==> src/rtl/wb_pkg.sv <==
// Shared constants, entry type and address decoder for the write-back queue.
package wb_pkg;

   localparam int unsigned DATA_W_DEF    = 32;
   localparam int unsigned NREGS_DEF     = 16;
   localparam int unsigned WBQ_DEPTH_DEF = 4;
   localparam int unsigned AW_DEF        = $clog2(NREGS_DEF);

   typedef struct packed {
      logic                  valid;
      logic [AW_DEF-1:0]     addr;
      logic [DATA_W_DEF-1:0] data;
   } wb_entry_t;

   // Addresses with no matching register decode to all zeros.
   function automatic logic [NREGS_DEF-1:0] onehot_dec(input logic [AW_DEF-1:0] addr);
      onehot_dec = '0;
      for (int unsigned i = 0; i < NREGS_DEF; i++) begin
         if (addr == AW_DEF'(i)) onehot_dec[i] = 1'b1;
      end
   endfunction

endpackage

==> src/rtl/wb_write_queue_if.sv <==
// Request, drain, hazard/forward and status signals of the write-back queue.
interface wb_write_queue_if
   import wb_pkg::*;
#(
   parameter int unsigned DATA_W = DATA_W_DEF,
   parameter int unsigned NREGS  = NREGS_DEF,
   parameter int unsigned DEPTH  = WBQ_DEPTH_DEF
);
   localparam int unsigned AW = $clog2(NREGS);
   localparam int unsigned CW = $clog2(DEPTH + 1);

   logic              in_valid;
   logic              in_ready;
   logic [AW-1:0]     in_addr;
   logic [DATA_W-1:0] in_data;
   logic              drain_stall;
   logic [NREGS-1:0]  wr_en;
   logic [DATA_W-1:0] wr_data;
   logic [AW-1:0]     rd_addr_a;
   logic [AW-1:0]     rd_addr_b;
   logic              hazard_a;
   logic              hazard_b;
   logic [DATA_W-1:0] fwd_data_a;
   logic [DATA_W-1:0] fwd_data_b;
   logic [CW-1:0]     count;
   logic              full;
   logic              empty;

   modport master (
      output in_valid, in_addr, in_data, drain_stall, rd_addr_a, rd_addr_b,
      input  in_ready, wr_en, wr_data, hazard_a, hazard_b, fwd_data_a, fwd_data_b,
             count, full, empty
   );

   modport slave (
      input  in_valid, in_addr, in_data, drain_stall, rd_addr_a, rd_addr_b,
      output in_ready, wr_en, wr_data, hazard_a, hazard_b, fwd_data_a, fwd_data_b,
             count, full, empty
   );

endinterface

==> src/rtl/wb_match_fwd.sv <==
// Youngest-match search over the queue for one read port address.
module wb_match_fwd
   import wb_pkg::*;
#(
   parameter int unsigned DATA_W = DATA_W_DEF,
   parameter int unsigned AW     = AW_DEF,
   parameter int unsigned DEPTH  = WBQ_DEPTH_DEF
) (
   input  logic [DEPTH-1:0]         valid_i,
   input  logic [AW-1:0]            addr_i [DEPTH],
   input  logic [DATA_W-1:0]        data_i [DEPTH],
   input  logic [$clog2(DEPTH)-1:0] head_i,
   input  logic [AW-1:0]            rd_addr_i,
   output logic                     hit_o,
   output logic [DATA_W-1:0]        data_o
);
   localparam int unsigned PW = $clog2(DEPTH);

   logic [PW-1:0] idx;

   // Walk oldest to youngest so the last match (nearest tail) wins.
   always_comb begin
      hit_o  = 1'b0;
      data_o = '0;
      idx    = '0;
      for (int unsigned k = 0; k < DEPTH; k++) begin
         idx = head_i + PW'(k);
         if (valid_i[idx] && (addr_i[idx] == rd_addr_i)) begin
            hit_o  = 1'b1;
            data_o = data_i[idx];
         end
      end
   end

endmodule

==> src/rtl/wb_write_queue.sv <==
// In-order write-back FIFO draining one entry per cycle onto the register-file
// D bus, with pending-write hazard detection and youngest-data forwarding.
module wb_write_queue
   import wb_pkg::*;
#(
   parameter int unsigned DATA_W = DATA_W_DEF,
   parameter int unsigned NREGS  = NREGS_DEF,
   parameter int unsigned DEPTH  = WBQ_DEPTH_DEF
) (
   input logic            clk,
   input logic            rst,
   wb_write_queue_if.slave bus
);
   localparam int unsigned AW = $clog2(NREGS);
   localparam int unsigned PW = $clog2(DEPTH);
   localparam int unsigned CW = $clog2(DEPTH + 1);

   logic [PW-1:0]     head_q, head_d;
   logic [PW-1:0]     tail_q, tail_d;
   logic [CW-1:0]     count_q, count_d;
   logic [DEPTH-1:0]  valid_q, valid_d;
   logic [AW-1:0]     addr_q [DEPTH];
   logic [DATA_W-1:0] data_q [DEPTH];

   logic              full_c, empty_c, push_c, pop_c;
   logic              hit_a_c, hit_b_c;
   logic [DATA_W-1:0] fwd_a_c, fwd_b_c;

   assign full_c  = (count_q == CW'(DEPTH));
   assign empty_c = (count_q == '0);
   assign push_c  = bus.in_valid && !full_c;
   assign pop_c   = !empty_c && !bus.drain_stall;

   always_comb begin
      head_d  = head_q;
      tail_d  = tail_q;
      count_d = count_q;
      valid_d = valid_q;
      if (pop_c) begin
         valid_d[head_q] = 1'b0;
         head_d          = head_q + PW'(1);
      end
      if (push_c) begin
         valid_d[tail_q] = 1'b1;
         tail_d          = tail_q + PW'(1);
      end
      if (push_c && !pop_c) begin
         count_d = count_q + CW'(1);
      end else if (pop_c && !push_c) begin
         count_d = count_q - CW'(1);
      end
   end

   always_ff @(posedge clk or posedge rst) begin
      if (rst) begin
         head_q  <= '0;
         tail_q  <= '0;
         count_q <= '0;
         valid_q <= '0;
      end else begin
         head_q  <= head_d;
         tail_q  <= tail_d;
         count_q <= count_d;
         valid_q <= valid_d;
      end
   end

   // Payload storage needs no reset: entries are only read while valid.
   always_ff @(posedge clk) begin
      if (push_c) begin
         addr_q[tail_q] <= bus.in_addr;
         data_q[tail_q] <= bus.in_data;
      end
   end

   // Head drives the shared D bus only on a pop; out-of-range addresses enable nothing.
   always_comb begin
      bus.wr_en   = '0;
      bus.wr_data = '0;
      if (pop_c) begin
         for (int unsigned i = 0; i < NREGS; i++) begin
            if (addr_q[head_q] == AW'(i)) bus.wr_en[i] = 1'b1;
         end
         bus.wr_data = data_q[head_q];
      end
   end

   wb_match_fwd #(.DATA_W(DATA_W), .AW(AW), .DEPTH(DEPTH)) u_match_a (
      .valid_i   (valid_q),
      .addr_i    (addr_q),
      .data_i    (data_q),
      .head_i    (head_q),
      .rd_addr_i (bus.rd_addr_a),
      .hit_o     (hit_a_c),
      .data_o    (fwd_a_c)
   );

   wb_match_fwd #(.DATA_W(DATA_W), .AW(AW), .DEPTH(DEPTH)) u_match_b (
      .valid_i   (valid_q),
      .addr_i    (addr_q),
      .data_i    (data_q),
      .head_i    (head_q),
      .rd_addr_i (bus.rd_addr_b),
      .hit_o     (hit_b_c),
      .data_o    (fwd_b_c)
   );

   assign bus.hazard_a   = hit_a_c;
   assign bus.hazard_b   = hit_b_c;
   assign bus.fwd_data_a = fwd_a_c;
   assign bus.fwd_data_b = fwd_b_c;
   assign bus.in_ready   = !full_c;
   assign bus.full       = full_c;
   assign bus.empty      = empty_c;
   assign bus.count      = count_q;

endmodule

==> src/flat_wrapper.sv <==
// flat-port wrapper written by rule: the top's interface ports become plain ports
module wb_write_queue_flat import wb_pkg::*;
#(
   parameter int unsigned DATA_W = DATA_W_DEF,
   parameter int unsigned NREGS  = NREGS_DEF,
   parameter int unsigned DEPTH  = WBQ_DEPTH_DEF
)
  (clk, rst, bus_in_valid, bus_in_addr, bus_in_data, bus_drain_stall, bus_rd_addr_a, bus_rd_addr_b, bus_in_ready, bus_wr_en, bus_wr_data, bus_hazard_a, bus_hazard_b, bus_fwd_data_a, bus_fwd_data_b, bus_count, bus_full, bus_empty);
  wb_write_queue_if #(.DATA_W(DATA_W), .NREGS(NREGS), .DEPTH(DEPTH)) bus_i ();
  input logic clk;
  input logic rst;
  input wire logic [$bits(bus_i.in_valid)-1:0] bus_in_valid;
  input wire logic [$bits(bus_i.in_addr)-1:0] bus_in_addr;
  input wire logic [$bits(bus_i.in_data)-1:0] bus_in_data;
  input wire logic [$bits(bus_i.drain_stall)-1:0] bus_drain_stall;
  input wire logic [$bits(bus_i.rd_addr_a)-1:0] bus_rd_addr_a;
  input wire logic [$bits(bus_i.rd_addr_b)-1:0] bus_rd_addr_b;
  output wire logic [$bits(bus_i.in_ready)-1:0] bus_in_ready;
  output wire logic [$bits(bus_i.wr_en)-1:0] bus_wr_en;
  output wire logic [$bits(bus_i.wr_data)-1:0] bus_wr_data;
  output wire logic [$bits(bus_i.hazard_a)-1:0] bus_hazard_a;
  output wire logic [$bits(bus_i.hazard_b)-1:0] bus_hazard_b;
  output wire logic [$bits(bus_i.fwd_data_a)-1:0] bus_fwd_data_a;
  output wire logic [$bits(bus_i.fwd_data_b)-1:0] bus_fwd_data_b;
  output wire logic [$bits(bus_i.count)-1:0] bus_count;
  output wire logic [$bits(bus_i.full)-1:0] bus_full;
  output wire logic [$bits(bus_i.empty)-1:0] bus_empty;
  assign bus_i.in_valid = bus_in_valid;
  assign bus_i.in_addr = bus_in_addr;
  assign bus_i.in_data = bus_in_data;
  assign bus_i.drain_stall = bus_drain_stall;
  assign bus_i.rd_addr_a = bus_rd_addr_a;
  assign bus_i.rd_addr_b = bus_rd_addr_b;
  assign bus_in_ready = bus_i.in_ready;
  assign bus_wr_en = bus_i.wr_en;
  assign bus_wr_data = bus_i.wr_data;
  assign bus_hazard_a = bus_i.hazard_a;
  assign bus_hazard_b = bus_i.hazard_b;
  assign bus_fwd_data_a = bus_i.fwd_data_a;
  assign bus_fwd_data_b = bus_i.fwd_data_b;
  assign bus_count = bus_i.count;
  assign bus_full = bus_i.full;
  assign bus_empty = bus_i.empty;
  wb_write_queue #(.DATA_W(DATA_W), .NREGS(NREGS), .DEPTH(DEPTH)) u_core (.clk(clk), .rst(rst), .bus(bus_i));
endmodule
==> config.mk <==
export PLATFORM = sky130hd
export DESIGN_NAME = wb_write_queue_flat
export DESIGN_NICKNAME = d
export VERILOG_FILES = /design/src/rtl/wb_pkg.sv /design/src/rtl/wb_write_queue_if.sv /design/src/rtl/wb_match_fwd.sv /design/src/rtl/wb_write_queue.sv /design/src/flat_wrapper.sv
export SDC_FILE = /design/constraint.sdc
export NUM_CORES = 1
export LEC_CHECK = 0
export CORE_UTILIZATION = 45
export CTS_BUF_LIST = sky130_fd_sc_hd__clkbuf_4 sky130_fd_sc_hd__clkbuf_8
export DETAILED_ROUTE_END_ITERATION = 8
export PLACE_DENSITY = 0.68
export REMOVE_ABC_BUFFERS = 1
export SYNTH_ARGS = -nofsm -noshare
export SYNTH_HDL_FRONTEND = slang
export SYNTH_SLANG_ARGS = --single-unit
==> constraint.sdc <==
create_clock -name clk -period 6.03 [get_ports clk]
set_input_delay 0.603 -clock clk [delete_from_list [all_inputs] [get_ports clk]]
set_output_delay 0.603 -clock clk [all_outputs]
set_load 0.01 [all_outputs]
==> flow_summary.yaml, run 1 <==
floorplan:
  die_w_um: 162.4
  rows: 58
  start_util: 0.4598
  core-area_um2: 25180
  ios: 168
  dieArea_um2: 26380
  die_h_um: 162.4
synthesis:
  ys_seq_area_frac: 0.3972
  ys_types: 46
  synthTopCellsByArea: "edfxtp_1 37%, mux4_2 28%, a221oi_2 3.9%"
  netlist_area_um2: 11580
  synthArstFlopShare: 0.07097
  ys_ff_latch: 155
  synth_edf_count: 144
  yosys.area.top_type: "edfxtp_1"
  synth_top_area_share: 0.3735
  synthCells: 847
  synth_ff_type: "edfxtp_1"
  avgSynthCellArea_um2: 13.67
  yosysWarnings: 0
timing:
  slew_viol_final: 0
  finalSetupTns_ns: 0
  post-route-min-period_ns: 5.584
  slew_headroom: 0.2623
  setup-violations-final: 0
  clock_skew_ns: 0.01316
  max_freq_mhz: 179.1
  period_share: 0.9261
  hold_viol_final: 0
  rsz0062_at_grt: "no"
  worstMarginPinSlew_ns: 1.107
critical_path:
  cp_num_buf_inv: 4
  critPathLaunchType: "flip-flop"
  end_kind: "primary output"
  path_cells: "inv_1 > ha_4 > mux4_2 > xor2_1 > nor4_4 > buf_4 > a2111oi_4 > buf_4 > a221oi_2 > o31ai_2 > clkdlybuf4s50_1"
  cp_data_arrival_time_ns: 4.98
  crit_required_ns: 5.43
  setup.worst_path.start: "u_core.head_q[0]"
  rr_startpoint: "u_core.head_q[0]"
  reg2reg_depth: 6
  worstPathMaxFanout: 32
  critPathSlowestCell: "dfrtp_4"
  critPathKind: "reg2out"
  cp.depth: 11
  cpMostUsedCell: "buf_4"
  cp_slowest_stage_delay_ns: 0.66
  crit_path_end: "bus_fwd_data_a[9]"
  r2r_setup_slack_ns: 3.34
  r2r_end: "u_core.head_q[1]"
  path_delay_family: "buffers and inverters"
placement:
  port_buffers: 167
  dp_hpwl_um: 20470
  gp_congestion: 0.8446
grt:
  grt_pass1_wl_um: 48020
  gr-total-overflow: 0
  antenna_found_initial: 1
  grt_pass1_vias: 8261
  grtUsageTotal: 0.2412
  grt_max_degree: 78
layout:
  diodes: 0
  layout-drive-gt1-share: 0.2883
  area_growth_pct: 20.73
  fillers: 2060
  fin_nets: 1037
power_and_ir_drop:
  p_leak_uw: 0.004425
  power_uw: 8377
  peakVddDrop_uv: 360.6
  powerDensity_nw_per_um2: 599.3
clocking:
  cts_max_path_buffers: 2
  clock-root-buffer: "clkbuf_8"
  cts_tree: "built"
  cts_resized: 0
  postCtsSetupBuffers: 0
  cts_buffers: 17
  path_clk_slew_ns: 0.09
  clock-sinks: 155
  h-tree-depth: 4
  insertion_delay_ns: 0.46
  hold_buffers: 0
drt:
  vias: 8539
  routed_via_density: 6.459
  drc: 0
  wl_per_cell_um: 23.62
  ant_nets: 0
  wl_um: 31220
  first_pass_iters: 5
  drt_iter0_drc: 940
run:
  drv_cap: 0
status:
  status: "finished, final reports clean"
worst_hold_path:
  hp-class: "in2async"
## through the flow
step	util	cell area, um^2	instances	hold WS (ns)	setup slack [ns]
after CTS	0.5551	13980	1322	0.4397	0.4274
after global placement	0.5370	13520	1290	0.5133	0.9505
after global routing	0.5551	13980	1322	0.4770	0.2380
after floorplan	-	11180	766	0.4554	-10.72
final	0.5551	13980	1322	0.4454	0.4457
after detailed placement	0.5370	13520	1290	0.5181	0.9455
## placed cells by master (no fill, tap or decap), types with 3 or more instances in the layout
| master | synthesis | routed |
|---|---|---|
| a21o_1 | 4 | 4 |
| a21oi_1 | 14 | 14 |
| a221oi_1 | 27 | 27 |
| a221oi_2 | 30 | 30 |
| and2_1 | 58 | 58 |
| and3_2 | 0 | 4 |
| buf_4 | 7 | 27 |
| bufinv_16 | 0 | 5 |
| clkbuf_8 | 0 | 17 |
| clkdlybuf4s50_1 | 0 | 167 |
| dfrtp_1 | 11 | 9 |
| edfxtp_1 | 144 | 144 |
| ha_1 | 9 | 8 |
| inv_1 | 9 | 9 |
| inv_6 | 0 | 3 |
| mux2_2 | 3 | 3 |
| mux2i_1 | 3 | 3 |
| mux4_2 | 146 | 146 |
| nand2_1 | 73 | 73 |
| nand3_1 | 10 | 10 |
| nor2_1 | 79 | 77 |
| nor4_1 | 8 | 7 |
| o211ai_1 | 7 | 7 |
| o22ai_1 | 7 | 7 |
| o31ai_1 | 27 | 27 |
| o31ai_2 | 30 | 30 |
| xnor2_1 | 25 | 25 |
| xor2_1 | 11 | 11 |
## worst register-to-register path, cell delays in order (launching register included)
cell,delay (ns)
dfrtp_4,0.66
inv_1,0.21
ha_4,0.45
buf_4,0.44
buf_4,0.66
nand2_1,0.10
o21ai_0,0.10
## area by class of cell
type	count	area (um^2)	share of cell area
clock buffers	18	241.5	0.01728
clock inverters	14	215.2	0.01540
inverters	9	33.78	0.002417
multi-input cells	602	6594	0.4717
flip-flops and latches	155	4607	0.3296
well taps	330	412.9	0.02954
repair buffers	194	1874	0.1341
## where the power goes
part | internal [uW] | switching (uW) | total [uW]
clock | 499 | 402 | 902
sequential | 1440 | 208 | 1650
combinational | 2860 | 2960 | 5820
total | 4800 | 3570 | 8380
## cells in the mapped netlist (2+ instances only)
library cell  count
mux4_2          146
edfxtp_1        144
nor2_1           79
nand2_1          73
and2_1           58
clkbuf_1         37
a221oi_2         30
o31ai_2          30
a221oi_1         27
o31ai_1          27
buf_2            26
xnor2_1          25
a21oi_1          14
dfrtp_1          11
xor2_1           11
nand3_1          10
ha_1              9
inv_1             9
nor4_1            8
buf_4             7
o211ai_1          7
o22ai_1           7
buf_1             6
buf_6             5
a21o_1            4
and3_1            4
nor3_1            4
mux2_2            3
mux2i_1           3
nand2b_1          2
nand3b_1          2
nand4_1           2
o21ai_0           2
or2_2             2
or3_1             2
## layer usage
| layer | part of all wire | vias to the layer above | GRT usage |
|---|---|---|---|
| met5 | 0.00042 | - | 0 |
| li1 | - | 3731 | - |
| met4 | 0.017 | 2 | 0.06904 |
| met2 | 0.50 | 399 | 0.3961 |
| met3 | 0.075 | 36 | 0.04482 |
| met1 | 0.41 | 4371 | 0.3278 |
## registers in the layout (all words and copies together) (netlist names)
name and count:
u_core.head_q 2, u_core.addr_q 16, u_core.tail_q 2, u_core.valid_q 4
u_core.bus.count 3, u_core.data_q 128
## how the worst min path moves through the flow
stage / from / end / slack [ns] / cells past startpoint
finish: rst / u_core.bus.count[0] / 0.45 / 2
global route: rst / u_core.tail_q[1] / 0.48 / 2
CTS: rst / u_core.tail_q[1] / 0.44 / 2
detailed placement: u_core.bus.count[2] / u_core.bus.count[2] / 0.52 / 1
global placement: u_core.bus.count[2] / u_core.bus.count[2] / 0.51 / 1
floorplan: rst / u_core.bus.count[0] / 0.46 / 1
## logic make-up (layout without fill, tap and decap cells)
family          count (synthesis)  after routing  synth area share
fa+ha+maj                      10             10           0.01145
xor+xnor                       37             37           0.02864
mux                           152            152            0.2895
buf+inv                        90            235           0.03750
compound gates                152            152            0.1323
simple gates                  251            251            0.1034
flops                         155            155            0.3972
No activity file was read; power rests on OpenSTA's default activity.
==> run 2: changes to the inputs <==
--- a/config.mk
+++ b/config.mk
@@ -5,6 +5,7 @@
 export SDC_FILE = /design/constraint.sdc
 export NUM_CORES = 1
 export LEC_CHECK = 0
+export ABC_AREA = 0
 export CORE_UTILIZATION = 45
 export CTS_BUF_LIST = sky130_fd_sc_hd__clkbuf_4 sky130_fd_sc_hd__clkbuf_8
 export DETAILED_ROUTE_END_ITERATION = 8
==> results of run 2 <==
Final layout, timing and power as in run 1 (identical DEF).
